[src/rtl/nes_io_pkg.sv]
// rtl/nes_io_pkg.sv - shared addresses, button indices and poller state type for the joypad port
package nes_io_pkg;

    localparam logic [15:0] JOY0_ADDR = 16'h4016;
    localparam logic [15:0] JOY1_ADDR = 16'h4017;

    localparam int BTN_A      = 0;
    localparam int BTN_B      = 1;
    localparam int BTN_SELECT = 2;
    localparam int BTN_START  = 3;
    localparam int BTN_UP     = 4;
    localparam int BTN_DOWN   = 5;
    localparam int BTN_LEFT   = 6;
    localparam int BTN_RIGHT  = 7;

    // Ticks the latch pulse is held; the idle counter doubles as its timer.
    localparam int LATCH_TICKS = 2;

    // Wide enough for POLL_TICKS well beyond the 256 default.
    localparam int IDLE_CNT_W = 16;

    typedef enum logic [2:0] {
        IDLE,
        LATCH,
        READ_LO,
        READ_HI,
        COMMIT
    } pollState_e;

endpackage

[src/rtl/joypad_port_if.sv]
// rtl/joypad_port_if.sv - CPU-side address/data/strobe bus as seen by the joypad port
interface joypad_port_if;
    logic        ce;
    logic [15:0] ain;
    logic [7:0]  din;
    logic        mr;
    logic        mw;
    logic [7:0]  dout;
    logic        dout_sel;

    modport master (
        output ce, ain, din, mr, mw,
        input  dout, dout_sel
    );

    modport slave (
        input  ce, ain, din, mr, mw,
        output dout, dout_sel
    );
endinterface

[src/rtl/joypad_port_pad_poller.sv]
// rtl/joypad_port_pad_poller.sv - periodic serial poll of both pads with atomic commit
module pad_poller
    import nes_io_pkg::*;
#(
    parameter int TICK_DIV   = 128,
    parameter int POLL_TICKS = 256
) (
    input  logic       clk,
    input  logic       reset,
    input  logic [1:0] pad_data,
    output logic       pad_latch,
    output logic       pad_clk,
    output logic [7:0] buttons0,
    output logic [7:0] buttons1
);

    localparam int TICK_W = (TICK_DIV > 1) ? $clog2(TICK_DIV) : 1;
    localparam logic [TICK_W-1:0]     TICK_LAST  = TICK_W'(TICK_DIV - 1);
    localparam logic [IDLE_CNT_W-1:0] IDLE_LAST  = IDLE_CNT_W'(POLL_TICKS - 1);
    localparam logic [IDLE_CNT_W-1:0] LATCH_LAST = IDLE_CNT_W'(LATCH_TICKS - 1);

    logic [TICK_W-1:0]     tickCnt;
    logic                  tick;
    pollState_e            state, stateNext;
    logic [IDLE_CNT_W-1:0] idleCnt, idleNext;
    logic [2:0]            bitIdx, bitNext;
    logic [7:0]            cap0, cap1, cap0Next, cap1Next;
    logic [7:0]            btn0Next, btn1Next;

    assign tick = (tickCnt == TICK_LAST);

    // Free-running pad-timing divider; its phase is independent of the FSM.
    always_ff @(posedge clk) begin
        if (reset) begin
            tickCnt <= '0;
        end else if (tick) begin
            tickCnt <= '0;
        end else begin
            tickCnt <= tickCnt + TICK_W'(1);
        end
    end

    // Poller state, counters, capture and committed button registers.
    always_ff @(posedge clk) begin
        if (reset) begin
            state    <= IDLE;
            idleCnt  <= '0;
            bitIdx   <= '0;
            cap0     <= '0;
            cap1     <= '0;
            buttons0 <= '0;
            buttons1 <= '0;
        end else begin
            state    <= stateNext;
            idleCnt  <= idleNext;
            bitIdx   <= bitNext;
            cap0     <= cap0Next;
            cap1     <= cap1Next;
            buttons0 <= btn0Next;
            buttons1 <= btn1Next;
        end
    end

    // Next-state logic: every phase but COMMIT waits for a tick to advance.
    always_comb begin
        stateNext = state;
        idleNext  = idleCnt;
        bitNext   = bitIdx;
        cap0Next  = cap0;
        cap1Next  = cap1;
        btn0Next  = buttons0;
        btn1Next  = buttons1;
        case (state)
            IDLE: begin
                if (tick) begin
                    if (idleCnt == IDLE_LAST) begin
                        idleNext  = '0;
                        stateNext = LATCH;
                    end else begin
                        idleNext = idleCnt + IDLE_CNT_W'(1);
                    end
                end
            end
            LATCH: begin
                if (tick) begin
                    if (idleCnt == LATCH_LAST) begin
                        idleNext  = '0;
                        stateNext = READ_LO;
                    end else begin
                        idleNext = idleCnt + IDLE_CNT_W'(1);
                    end
                end
            end
            READ_LO: begin
                if (tick) begin
                    cap0Next[bitIdx] = ~pad_data[0];
                    cap1Next[bitIdx] = ~pad_data[1];
                    stateNext        = READ_HI;
                end
            end
            READ_HI: begin
                if (tick) begin
                    // 3-bit index wraps to 0 exactly as the frame exits to COMMIT.
                    bitNext   = bitIdx + 3'd1;
                    stateNext = (bitIdx == 3'd7) ? COMMIT : READ_LO;
                end
            end
            COMMIT: begin
                btn0Next  = cap0;
                btn1Next  = cap1;
                stateNext = IDLE;
            end
            default: begin
                stateNext = IDLE;
            end
        endcase
    end

    assign pad_latch = (state == LATCH);
    assign pad_clk   = (state == READ_HI);

endmodule

[src/rtl/joypad_port.sv]
// rtl/joypad_port.sv - $4016/$4017 controller port responder with 4021-style shift readout
module joypad_port
    import nes_io_pkg::*;
#(
    parameter int TICK_DIV   = 128,
    parameter int POLL_TICKS = 256
) (
    input  logic                clk,
    input  logic                reset,
    joypad_port_if.slave        bus,
    output logic                pad_latch,
    output logic                pad_clk,
    input  logic [1:0]          pad_data,
    output logic [7:0]          buttons0,
    output logic [7:0]          buttons1
);

    logic       strobe;
    logic [7:0] sr0, sr1;
    logic       hit0, hit1;
    logic       rd0, rd1;
    logic       readBit;

    assign hit0 = (bus.ain == JOY0_ADDR);
    assign hit1 = (bus.ain == JOY1_ADDR);
    assign rd0  = hit0 & bus.mr & bus.ce;
    assign rd1  = hit1 & bus.mr & bus.ce;

    pad_poller #(
        .TICK_DIV   (TICK_DIV),
        .POLL_TICKS (POLL_TICKS)
    ) u_poller (
        .clk       (clk),
        .reset     (reset),
        .pad_data  (pad_data),
        .pad_latch (pad_latch),
        .pad_clk   (pad_clk),
        .buttons0  (buttons0),
        .buttons1  (buttons1)
    );

    // Strobe follows bit 0 of writes to $4016; $4017 writes belong to the APU.
    always_ff @(posedge clk) begin
        if (reset) begin
            strobe <= 1'b0;
        end else if (bus.ce && bus.mw && hit0) begin
            strobe <= bus.din[0];
        end
    end

    // Shift registers reload continuously under strobe, otherwise shift in 1s on reads.
    always_ff @(posedge clk) begin
        if (reset) begin
            sr0 <= 8'hFF;
            sr1 <= 8'hFF;
        end else if (strobe) begin
            sr0 <= buttons0;
            sr1 <= buttons1;
        end else begin
            if (rd0) begin
                sr0 <= {1'b1, sr0[7:1]};
            end
            if (rd1) begin
                sr1 <= {1'b1, sr1[7:1]};
            end
        end
    end

    // Read mux: under strobe the live A button shows through, otherwise the shifter LSB.
    always_comb begin
        readBit = 1'b0;
        if (hit1) begin
            readBit = strobe ? buttons1[BTN_A] : sr1[0];
        end else begin
            readBit = strobe ? buttons0[BTN_A] : sr0[0];
        end
        bus.dout     = 8'h40 | {7'b0, readBit};
        bus.dout_sel = bus.mr & (hit0 | hit1);
    end

endmodule

[src/flat_wrapper.sv]
// flat-port wrapper written by rule: the top's interface ports become plain ports
module joypad_port_flat import nes_io_pkg::*;
#(
    parameter int TICK_DIV   = 128,
    parameter int POLL_TICKS = 256
)
  (clk, reset, pad_latch, pad_clk, pad_data, buttons0, buttons1, bus_ce, bus_ain, bus_din, bus_mr, bus_mw, bus_dout, bus_dout_sel);
  joypad_port_if bus_i ();
  input  logic clk;
  input  logic reset;
  output logic pad_latch;
  output logic pad_clk;
  input  logic [1:0] pad_data;
  output logic [7:0] buttons0;
  output logic [7:0] buttons1;
  input wire logic [$bits(bus_i.ce)-1:0] bus_ce;
  input wire logic [$bits(bus_i.ain)-1:0] bus_ain;
  input wire logic [$bits(bus_i.din)-1:0] bus_din;
  input wire logic [$bits(bus_i.mr)-1:0] bus_mr;
  input wire logic [$bits(bus_i.mw)-1:0] bus_mw;
  output wire logic [$bits(bus_i.dout)-1:0] bus_dout;
  output wire logic [$bits(bus_i.dout_sel)-1:0] bus_dout_sel;
  assign bus_i.ce = bus_ce;
  assign bus_i.ain = bus_ain;
  assign bus_i.din = bus_din;
  assign bus_i.mr = bus_mr;
  assign bus_i.mw = bus_mw;
  assign bus_dout = bus_i.dout;
  assign bus_dout_sel = bus_i.dout_sel;
  joypad_port #(.TICK_DIV(TICK_DIV), .POLL_TICKS(POLL_TICKS)) u_core (.clk(clk), .reset(reset), .bus(bus_i), .pad_latch(pad_latch), .pad_clk(pad_clk), .pad_data(pad_data), .buttons0(buttons0), .buttons1(buttons1));
endmodule
[config.mk]
export PLATFORM = sky130hd
export DESIGN_NAME = joypad_port_flat
export DESIGN_NICKNAME = d
export VERILOG_FILES = /design/src/rtl/nes_io_pkg.sv /design/src/rtl/joypad_port_if.sv /design/src/rtl/joypad_port_pad_poller.sv /design/src/rtl/joypad_port.sv /design/src/flat_wrapper.sv
export SDC_FILE = /design/constraint.sdc
export NUM_CORES = 1
export LEC_CHECK = 0
export ABC_AREA = 1
export BUFFER_PORTS_ARGS = -buffer_cell sky130_fd_sc_hd__buf_2
export CAP_MARGIN = 20
export CORE_MARGIN = 2
export CORE_UTILIZATION = 45
export CTS_CLUSTER_DIAMETER = 100
export CTS_CLUSTER_SIZE = 12
export DETAILED_ROUTE_END_ITERATION = 12
export MAX_ROUTING_LAYER = met4
export PLACE_DENSITY = 0.71
export SETUP_SLACK_MARGIN = 0.5
export SYNTH_ARGS = -nofsm -noshare
export SYNTH_HDL_FRONTEND = slang
export SYNTH_HIERARCHICAL = 1
export SYNTH_SLANG_ARGS = --single-unit
[constraint.sdc]
create_clock -name clk -period 1.85 [get_ports clk]
set_input_delay 0.4625 -clock clk [delete_from_list [all_inputs] [get_ports clk]]
set_output_delay 0.4625 -clock clk [all_outputs]
set_load 0.01 [all_outputs]
==> impl_results.md <==
* Syn avg cell area at 7.311 um^2
* Main combinational cell family by area after synthesis: simple AND/OR/NAND/NOR gates
* Number of remaining DRC errors at 0
* Ys async rst share at 0%
* Nets at 625
* Setup TNS at 0 ns
* Largest net degree at the start of global routing at 33
* Dominant cells by area after synthesis: dfxtp_1 42%, nand2_1 9.7%, a21oi_1 6.7%, nor2_1 6.2%, nand3_1 5.5%
* Drt first pass iters at 5
* Post-synth EDFFs at 0
* H-tree depth at 3
* Xor and xnor area share after synthesis at 2.819%
* Startpoint Class: primary input
* P per Cell Area at 702.7 nW/um^2
* Mux cell area share after synthesis at 0%
* Crit path kind: in2out
* Clk pin slew, worst setup/hold paths at 0.08 ns
* Worst Clk Skew at 0.01516 ns
* Synthesized area at 3729 um^2
* GPL Wtd Cong at 0.8666
* Initial Utilization at 45.84%
* CTS tree: done
* Max-slew violation count at 0
* Core Area at 8134 um^2
* Final Hold Slack at 0.3610 ns
* Layout area overhead at 37.55%
* Leakage at 2.266 nW
* Status: completed
* Die area at 9030 um^2
* Layout cells sized above 1 at 38.55%
* Seq cells post-synth at 78
* Max cap viols at 0
* Final ANT Viol Nets at 0
* Synth Instances at 510
* Commonest non-fill, non-tap cell in the layout: nand2_1
* Hold Path End: u_core/strobe
* Ys flop type: dfxtp_1
* Netlist cell types at 33
* Inserted Clock Buffers at 9
* Worst R2R Start: u_core/u_poller/tickCnt[1]
* Inst Count DP at 648
* Drt via density at 5.116
* Fmax achieved at 600.2 MHz
* Worst EP arrival at 1.20 ns
* First-pass GRT wire length at 13.43 mm
* CP Data Required Time at 1.39 ns
* Chip width at 95.03 um
* Reg2Reg Capture Point: u_core/u_poller/cap0[5]
* CP Max Fanout at 4
* Minimum clock period at 1.666 ns
* Ys Warns at 6
* Final Setup Violations at 0
* VDD IR max at 0.4395 mV
* Final worst path period share at 90.07%
* Clock latency on the worst-skew pair at 0.35 ns
* I/O Pins at 58
* Layout Cells excl Fill at 699
* HPWL after DPL at 5.525 mm
* Hold Vio Cnt, Final at 0
* Hold path cells at 3
* CP Capture Type: primary output
* Synth top area share at 41.88%
* Unrepaired setup endpoints after global routing: yes
* # clock sinks at 78
* Simple-gate share of the synthesized area at 31.44%
* Post-synthesis sequential area ratio at 41.88%
* Compound-Gate Fraction of Synth Area at 12.79%
* Vias at 3576
* Tightest Hold Check Type: in2reg
* 1st-iter DRT viols at 210
* Die height at 95.03 um
* Biggest area consumer among synthesized cells: dfxtp_1
* Via count of the first global-routing pass at 3091
* Core Util, Final at 63.05%
* Antenna cell count at 0
* Hold Crit Start: bus_din[0]
* Bufs on Longest Clock Path at 2
* Root Driver: clkbuf_8
* FP Rows at 33
* Routed length per instance at 13.10 um
* Initial antenna violation count at 0
* Reg2reg path depth at 9
* Fillcell total at 660
* DRT Wirelength at 9.156 mm
* Commonest non-fill, non-tap cells in the layout: 76 x nand2_1, 51 x nor2_1, 51 x dfxtp_1
* Reg-to-reg setup timing slack at 0.22 ns
* Synth Area in Adders at 1.678%
* Gr usage total at 19.34%
* Congestion Overflow GR at 0
* Buffers on Ports at 43
[logic make-up (layout without fill, tap and decap cells)]
| logic type | after synthesis | count (layout) |
|---|---|---|
| other | 2 | 7 |
| DFF | 78 | 78 |
| buffers and inverters | 79 | 158 |
| adders and majority gates | 5 | 5 |
| AOI/OAI and AO/OA | 93 | 93 |
| and+or+nand+nor | 241 | 241 |
| xor gates and xnor gates | 12 | 12 |
[worst max path at each step]
stage	from	to	slack (ns)
after CTS	u_core/u_poller/state[2]	pad_latch	0.16
after detailed placement	bus_ain[7]	bus_dout[0]	0.09
after global routing	u_core/u_poller/tickCnt[1]	u_core/u_poller/cap0[5]	0.12
final	bus_ain[12]	bus_dout[0]	0.18
after global placement	bus_ain[7]	bus_dout[0]	0.09
after floorplan	bus_ain[14]	bus_dout[0]	0.24
[sequential cells by signal, indices dropped and copies added (netlist names)]
name,flops
u_core/sr0,8
u_core/sr1,8
u_core/strobe,1
u_core/u_poller/bitIdx,3
u_core/u_poller/buttons0,8
u_core/u_poller/buttons1,8
u_core/u_poller/cap0,8
u_core/u_poller/cap1,8
u_core/u_poller/idleCnt,16
u_core/u_poller/state,3
u_core/u_poller/tickCnt,7
[stage by stage]
stage	area (um^2)	power [mW]	worst slack [ns]
floorplan	3870	2.027	0.2385
global placement	4145	2.096	0.08803
detailed placement	4145	2.103	0.09012
CTS	4663	3.450	0.1646
global route	5129	3.747	0.1159
finish	5129	3.604	0.1838
[report_power, final]
| group | internal (mW) | switching, mW | leakage (nW) |
|---|---|---|---|
| logic | 0.232 | 0.323 | 1.52 |
| clock network | 0.667 | 0.638 | 0.103 |
| registers | 1.70 | 0.0393 | 0.644 |
[cell type report]
cell class | count | area [um^2] | share of cell area [%]
Multi-Input combinational cell | 358 | 2248 | 43.84
Timing Repair Buffer | 86 | 711.9 | 13.88
Sequential cell | 78 | 1608 | 31.35
Inverter | 56 | 222.7 | 4.343
Tap cell | 105 | 131.4 | 2.562
Clock inverter | 6 | 68.82 | 1.342
Clock buffer | 10 | 137.6 | 2.684
[metal layers]
layer	up-vias	global-route usage (%)	part of all wire (%)
li1	1795	-	-
met1	1671	22.76	41
met2	95	33.04	52
met3	15	4.111	4.8
met4	0	6.280	2.1
met5	-	-	0
[synthesized netlist by cell type (7+ instances only)]
master	count
nor2_4	7
clkbuf_1	8
inv_1	54
buf_4	8
nand3_1	41
o21ai_0	39
dfxtp_1	78
xor2_1	8
nand2_1	96
nor2_1	62
a21oi_1	50
[what timing repair did]
item | 4_1_cts | 5_1_grt
setup endpoints to repair | 49 | 75
pin swaps | 24 | 34
hold buffers | 0 | 0
buffers inserted | 15 | 20
gates resized for setup | 51 | 86
[critical path, cell delays in order]
cell     delay [ns]
buf_6          0.10
nor2_4         0.09
nand2_2        0.09
nor2_8         0.14
nand2_2        0.06
a31oi_1        0.11
buf_2          0.15
No activity file was read; power rests on OpenSTA's default activity.
